File: config.mk
export PLATFORM = sky130hd
export DESIGN_NAME = pulse_train_ctrl
export DESIGN_NICKNAME = d
export VERILOG_FILES = /design/src/rtl/pulse_train_pkg.sv /design/src/rtl/pulse_train_ctrl_counter_nb.sv /design/src/rtl/pulse_train_ctrl.sv
export SDC_FILE = /design/constraint.sdc
export NUM_CORES = 1
export LEC_CHECK = 0
export CAP_MARGIN = 20
export CORE_MARGIN = 2
export CORE_UTILIZATION = 38
export CTS_BUF_LIST = sky130_fd_sc_hd__clkbuf_16
export DETAILED_ROUTE_END_ITERATION = 8
export GPL_TIMING_DRIVEN = 1
export SLEW_MARGIN = 20
export SYNTH_ARGS = -nofsm -noshare
export SYNTH_HDL_FRONTEND = slang
export SYNTH_SLANG_ARGS = --single-unit
File: constraint.sdc
create_clock -name clk -period 6 [get_ports clk]
set_input_delay 1.2 -clock clk [delete_from_list [all_inputs] [get_ports clk]]
set_output_delay 1.2 -clock clk [all_outputs]
set_load 0.02 [all_outputs]
File: src/rtl/pulse_train_pkg.sv
// Shared types and defaults for the BIST pulse-train controller.
package pulse_train_pkg;

    localparam int CNT_W_DEF  = 8;
    localparam int PCNT_W_DEF = 8;

    typedef enum logic [1:0] {
        IDLE  = 2'd0,
        RUN_H = 2'd1,
        RUN_L = 2'd2,
        DONE  = 2'd3
    } state_t;

endpackage

File: src/rtl/pulse_train_ctrl_counter_nb.sv
// Generic up-counter with synchronous reset, synchronous clear and count enable.
module counter_nb #(
    parameter int W = 8
) (
    input  logic         clk,
    input  logic         reset,
    input  logic         clear,
    input  logic         en,
    output logic [W-1:0] count
);

    // NOTE: sequential state is always written with non-blocking assignments.
    always_ff @(posedge clk) begin
        if (reset || clear) begin
            count <= '0;
        end else if (en) begin
            count <= count + W'(1);
        end
    end

endmodule

File: src/rtl/pulse_train_ctrl.sv
// BIST pulse-train controller: bursts of high/low pulses launched by a start edge.
// Defining PULSE_TRAIN_DONE_IRQ_EN adds the one-cycle done_irq strobe output.
module pulse_train_ctrl
    import pulse_train_pkg::*;
#(
    parameter int CNT_W  = CNT_W_DEF,
    parameter int PCNT_W = PCNT_W_DEF
) (
    input  logic              clk,
    input  logic              reset,
    input  logic              start,
    input  logic              abort,
    input  logic [CNT_W-1:0]  cfg_high,
    input  logic [CNT_W-1:0]  cfg_low,
    input  logic [PCNT_W-1:0] cfg_pulses,
    input  logic              cfg_repeat,
    output logic              out,
    output logic              running,
    output logic              bist_end,
    output logic              aborted,
    output logic [PCNT_W-1:0] pulse_idx
`ifdef PULSE_TRAIN_DONE_IRQ_EN
    ,
    output logic              done_irq
`endif
);

    state_t              state;
    state_t              state_next;
    logic                start_q;
    logic                pos_start;
    logic [CNT_W-1:0]    h_last;
    logic [CNT_W-1:0]    l_last;
    logic [PCNT_W-1:0]   p_last;
    logic                rep_q;
    logic [CNT_W-1:0]    len_cnt;
    logic [PCNT_W-1:0]   pulse_cnt;
    logic                launch;
    logic                h_end;
    logic                l_end;
    logic                last_pulse;
    logic                len_clear;
    logic                pulse_clear;
    logic                pulse_en;

    // start_q resets high so a start held through reset is not seen as an edge.
    always_ff @(posedge clk) begin
        if (reset) begin
            start_q   <= 1'b1;
            pos_start <= 1'b0;
        end else begin
            start_q   <= start;
            pos_start <= start & ~start_q;
        end
    end

    assign launch     = pos_start && (state == IDLE || state == DONE);
    assign h_end      = (len_cnt == h_last);
    assign l_end      = (len_cnt == l_last);
    assign last_pulse = (pulse_cnt == p_last);

    // Lengths are stored as last-count values; a zero length behaves as one cycle.
    always_ff @(posedge clk) begin
        if (reset) begin
            h_last <= '0;
            l_last <= '0;
            p_last <= '0;
            rep_q  <= 1'b0;
        end else if (launch) begin
            h_last <= (cfg_high == '0) ? '0 : cfg_high - CNT_W'(1);
            l_last <= (cfg_low == '0) ? '0 : cfg_low - CNT_W'(1);
            p_last <= cfg_pulses - PCNT_W'(1);
            rep_q  <= cfg_repeat;
        end
    end

    always_ff @(posedge clk) begin
        if (reset) begin
            state <= IDLE;
        end else begin
            state <= state_next;
        end
    end

    // NOTE: every always_comb output gets a default first so no latch is inferred.
    always_comb begin
        state_next = state;
        case (state)
            IDLE, DONE: begin
                if (pos_start) begin
                    state_next = (cfg_pulses == '0) ? DONE : RUN_H;
                end
            end
            RUN_H: begin
                if (abort) begin
                    state_next = DONE;
                end else if (h_end) begin
                    state_next = (last_pulse && !rep_q) ? DONE : RUN_L;
                end
            end
            RUN_L: begin
                if (abort) begin
                    state_next = DONE;
                end else if (l_end) begin
                    state_next = RUN_H;
                end
            end
            default: state_next = IDLE;
        endcase
    end

    always_comb begin
        out      = 1'b0;
        running  = 1'b0;
        bist_end = 1'b0;
        case (state)
            RUN_H: begin
                out     = 1'b1;
                running = 1'b1;
            end
            RUN_L:   running  = 1'b1;
            DONE:    bist_end = 1'b1;
            default: ;
        endcase
    end

    // Every state change starts a phase from zero, including entry from IDLE/DONE.
    assign len_clear   = (state_next != state);
    assign pulse_en    = (state == RUN_L) && l_end && !abort;
    assign pulse_clear = launch || (pulse_en && last_pulse);

    counter_nb #(.W(CNT_W)) u_len_cnt (
        .clk   (clk),
        .reset (reset),
        .clear (len_clear),
        .en    (running),
        .count (len_cnt)
    );

    counter_nb #(.W(PCNT_W)) u_pulse_cnt (
        .clk   (clk),
        .reset (reset),
        .clear (pulse_clear),
        .en    (pulse_en),
        .count (pulse_cnt)
    );

    assign pulse_idx = pulse_cnt;

    always_ff @(posedge clk) begin
        if (reset) begin
            aborted <= 1'b0;
        end else if (running && abort) begin
            aborted <= 1'b1;
        end else if (launch) begin
            aborted <= 1'b0;
        end
    end

`ifdef PULSE_TRAIN_DONE_IRQ_EN
    // A relaunch from DONE that lands back in DONE (empty burst) is a fresh entry.
    always_ff @(posedge clk) begin
        if (reset) begin
            done_irq <= 1'b0;
        end else begin
            done_irq <= (state_next == DONE) && (state != DONE || launch);
        end
    end
`endif

endmodule

==> results.py <==
metrics = {
    "die": {
        "die_area_sq_mm": 0.00721,
        "placement_rows": 29,
        "dieWidth_um": 84.9,
        "core_sq_mm": 0.00635,
        "die_height_um": 84.9,
        "floorplan.initialDensity": 0.392,
        "design.portCount": 41,
    },
    "global_routing": {
        "grt_most_used_layer": "met2",
        "globalRouteOverflowTotal": 0,
        "gr-usage-met3": 0.0340,
        "grt_util_met2": 0.273,
        "global_route_wire_length_before_repair_mm": 9.37,
        "grt_pass1_vias": 1989,
        "grt_antenna_before_repair": 0,
        "grtUsageMet1": 0.204,
        "maximum_number_of_pins_on_one_net_before_global_route_repair": 20,
        "gr-usage-all-layers": 0.159,
    },
    "synth": {
        "syn-instance-count": 286,
        "synth_cell_types": 40,
        "synth.yosys.seq_area_share": 0.370,
        "syn_area_sq_mm": 0.00249,
        "async_reset_ff_frac": 0,
        "cell_taking_the_most_area_after_synthesis": "sky130_fd_sc_hd__dfxtp_1",
        "synth_seq_cells": 46,
        "yosysTopAreaCellShare": 0.370,
        "synth_enable_flop_cells": 0,
        "ys.warnings.count": 0,
        "netlist_top_cells_area": "sky130_fd_sc_hd__dfxtp_1, sky130_fd_sc_hd__xnor2_1, sky130_fd_sc_hd__xor2_1, sky130_fd_sc_hd__nand2_1, sky130_fd_sc_hd__ha_1",
        "synthesis.nets": 324,
        "synthesis.area_per_instance_sq_um": 8.70,
        "synth_flop_cell": "sky130_fd_sc_hd__dfxtp_1",
    },
    "clock_tree": {
        "hold_buffers": 0,
        "clock_tree_from_tritoncts": "built",
        "cts.repair.resized": 0,
        "clk_pin_slew_worst_paths_ns": 0.06,
        "clock_tree_root_buffer_cell": "sky130_fd_sc_hd__clkbuf_16",
        "cts.path.max_buffers": 2,
        "post-cts-setup-buffer-count": 0,
        "cts.sink_count": 46,
        "cts-htree-levels": 2,
        "cts_made_buffers": 5,
        "worst_skew_pair.late_latency_ns": 0.28,
    },
    "final_layout": {
        "ratio_of_cells_with_drive_above_1_in_the_final_layout": 0.0399,
        "final_cells": 403,
        "syn2layout_area_growth_pct": 25.9,
        "fin_util": 0.493,
        "diodes": 0,
        "layout.nets": 363,
    },
    "worst_setup_path": {
        "cp.required_ns": 4.80,
        "reg2reg_setup_slack_ns": 3.53,
        "cp_top_family": "buffers and inverters",
        "cp-start-kind": "flip-flop",
        "critical_path_peak_fanout": 15,
        "crit_path_max_incr_delay_ns": 0.58,
        "critical_path_arrival_ns": 2.26,
        "cpMaxStageDelayCell": "sky130_fd_sc_hd__ha_1",
        "critical_path_class": "flip-flop to primary output",
        "cp-end-kind": "primary output",
        "crit_path_cell_trace": "inv_1, ha_1, inv_1, clkdlybuf4s50_1",
        "critical_path.n_buffers_inverters": 3,
        "critical-path-top-cell-by-count": "sky130_fd_sc_hd__inv_1",
    },
    "timing": {
        "final.setup_skew_ns": 0.00802,
        "final.setup.tns_ns": 0,
        "final_min_period_over_clock_period": 0.577,
        "grt_setup_unrepaired": "false",
        "final_critical_path_time_including_i_o_delays_and_setup_ns": 3.46,
        "max_slew.worst_pin.slew_ns": 0.967,
        "finalHoldViolCount": 0,
        "setup_violations": 0,
        "slew_viol_final": 0,
        "relSlewSlack": 0.353,
        "max_freq_ghz": 0.289,
    },
    "drt": {
        "post-route-drc-count": 0,
        "drt-vias-per-instance": 5.09,
        "ant_nets": 0,
        "detail_route.first_pass.iterations": 4,
        "detail_route.wl_per_cell_um": 12.9,
        "drt-total-wl_mm": 5.21,
        "via_count": 2050,
        "drt_first_iter_violations": 92,
    },
    "place": {
        "dp.cells": 395,
        "place_hpwl_mm": 4.04,
        "place_congestion": 0.746,
        "place.port_buffers": 40,
    },
    "worst_hold_path": {
        "holdCritPathClass": "flip-flop to flip-flop",
    },
    "flow_run": {
        "drv_cap": 0,
    },
    "power": {
        "power.static_leakage_nw": 1.13,
        "power.density_cell_area_mw_per_mm2": 319,
        "worst_ir_drop_vdd_mv": 0.149,
    },
    "run_status": {
        "result_of_the_run": "complete, no violations",
    },
}
path summary, 6_finish.rpt:
| path | endpoint | cells past startpoint | start |
|---|---|---|---|
| worst max-delay path | running | 4 | state[0] |
| worst min-delay path | pos_start | 1 | start_q |
| worst max register to register | l_last[7] | 7 | state[0] |
| worst min register to register | pos_start | 1 | start_q |
flip-flops by register name, summed over array words and instances, names as in the netlist:
| name | cells |
|---|---|
| h_last | 8 |
| u_len_cnt.count | 8 |
| rep_q | 1 |
| start_q | 1 |
| aborted | 1 |
| u_pulse_cnt.count | 8 |
| l_last | 8 |
| pos_start | 1 |
| p_last | 8 |
| state | 2 |
metrics by stage:
step	worst slack [ns]	cell area [sq um]	hold slack [ns]	power, mW
2_1_floorplan	3.47	2490	0.373	0.573
3_3_place_gp	2.67	2940	0.380	0.659
3_5_place_dp	2.69	2940	0.386	0.660
4_1_cts	2.53	3130	0.394	1.01
5_1_grt	2.36	3130	0.428	1.06
6_report	2.54	3130	0.389	1.00
kinds of logic (layout without fill, tap and decap cells):
kind of cell | Yosys count | after routing | synth area share
AND/OR/NAND/NOR | 112 | 112 | 0.232
XOR/XNOR | 54 | 54 | 0.193
flip-flops | 46 | 46 | 0.370
AO/OA/AOI/OAI | 43 | 43 | 0.112
buffers and inverters | 19 | 59 | 0.0347
adder cells (fa/ha/maj) | 9 | 9 | 0.0453
multiplexers | 3 | 3 | 0.0121
cell type report:
type                            instances  area (sq um)
Clock inverter                          3          63.8
Tap cell                               77          96.3
Multi-Input combinational cell        221          1480
Fill cell                             601          3220
Clock buffer                            5           125
Inverter                               10          37.5
Timing Repair Buffer                   41           408
Sequential cell                        46           921
cells in the mapped netlist (3+ instances only):
| library cell | number |
|---|---|
| sky130_fd_sc_hd__dfxtp_1 | 46 |
| sky130_fd_sc_hd__xnor2_1 | 32 |
| sky130_fd_sc_hd__nand2_1 | 31 |
| sky130_fd_sc_hd__nor2_1 | 28 |
| sky130_fd_sc_hd__xor2_1 | 21 |
| sky130_fd_sc_hd__o21ai_0 | 17 |
| sky130_fd_sc_hd__inv_1 | 10 |
| sky130_fd_sc_hd__ha_1 | 9 |
| sky130_fd_sc_hd__nor3b_1 | 9 |
| sky130_fd_sc_hd__nor3_1 | 8 |
| sky130_fd_sc_hd__a211oi_1 | 7 |
| sky130_fd_sc_hd__nand4_1 | 7 |
| sky130_fd_sc_hd__clkbuf_1 | 6 |
| sky130_fd_sc_hd__nand3_1 | 6 |
| sky130_fd_sc_hd__nor4_1 | 6 |
| sky130_fd_sc_hd__nand2b_1 | 4 |
| sky130_fd_sc_hd__o31ai_1 | 4 |
| sky130_fd_sc_hd__a21oi_1 | 3 |
| sky130_fd_sc_hd__and3_1 | 3 |
| sky130_fd_sc_hd__mux2i_1 | 3 |
| sky130_fd_sc_hd__o211ai_1 | 3 |
routing by layer:
layer,up-vias,share of wire
met3,2,0.044
met5,-,0
met4,0,0.0044
met2,39,0.48
li1,1067,-
met1,942,0.47
power by group:
group	leakage (nW)	internal, mW	total (mW)	switching [mW]
clock	0.0915	0.237	0.346	0.109
sequential	0.372	0.326	0.356	0.0302
combinational	0.663	0.133	0.298	0.166
total	1.13	0.696	1.00	0.305
placed cells by master, fill, tap and decap left out, types with 2 or more instances in the layout:
cell type,count
sky130_fd_sc_hd__and3_1,3
sky130_fd_sc_hd__inv_1,10
sky130_fd_sc_hd__nor4_1,6
sky130_fd_sc_hd__clkbuf_16,5
sky130_fd_sc_hd__and4_1,2
sky130_fd_sc_hd__bufinv_16,2
sky130_fd_sc_hd__clkdlybuf4s50_1,40
sky130_fd_sc_hd__a21oi_1,3
sky130_fd_sc_hd__xor2_1,21
sky130_fd_sc_hd__ha_1,9
sky130_fd_sc_hd__nor3b_1,9
sky130_fd_sc_hd__nor2_1,28
sky130_fd_sc_hd__a311oi_1,2
sky130_fd_sc_hd__xnor2_1,32
sky130_fd_sc_hd__nand2_1,31
sky130_fd_sc_hd__o31ai_1,4
sky130_fd_sc_hd__nor2b_1,2
sky130_fd_sc_hd__o21ai_0,17
sky130_fd_sc_hd__dfxtp_1,46
sky130_fd_sc_hd__nor3_1,8
sky130_fd_sc_hd__mux2i_1,3
sky130_fd_sc_hd__o211ai_1,3
sky130_fd_sc_hd__a211oi_1,7
sky130_fd_sc_hd__nand4_1,7
sky130_fd_sc_hd__nand2b_1,4
sky130_fd_sc_hd__nand3_1,6
No activity file was read; power rests on OpenSTA's default activity.
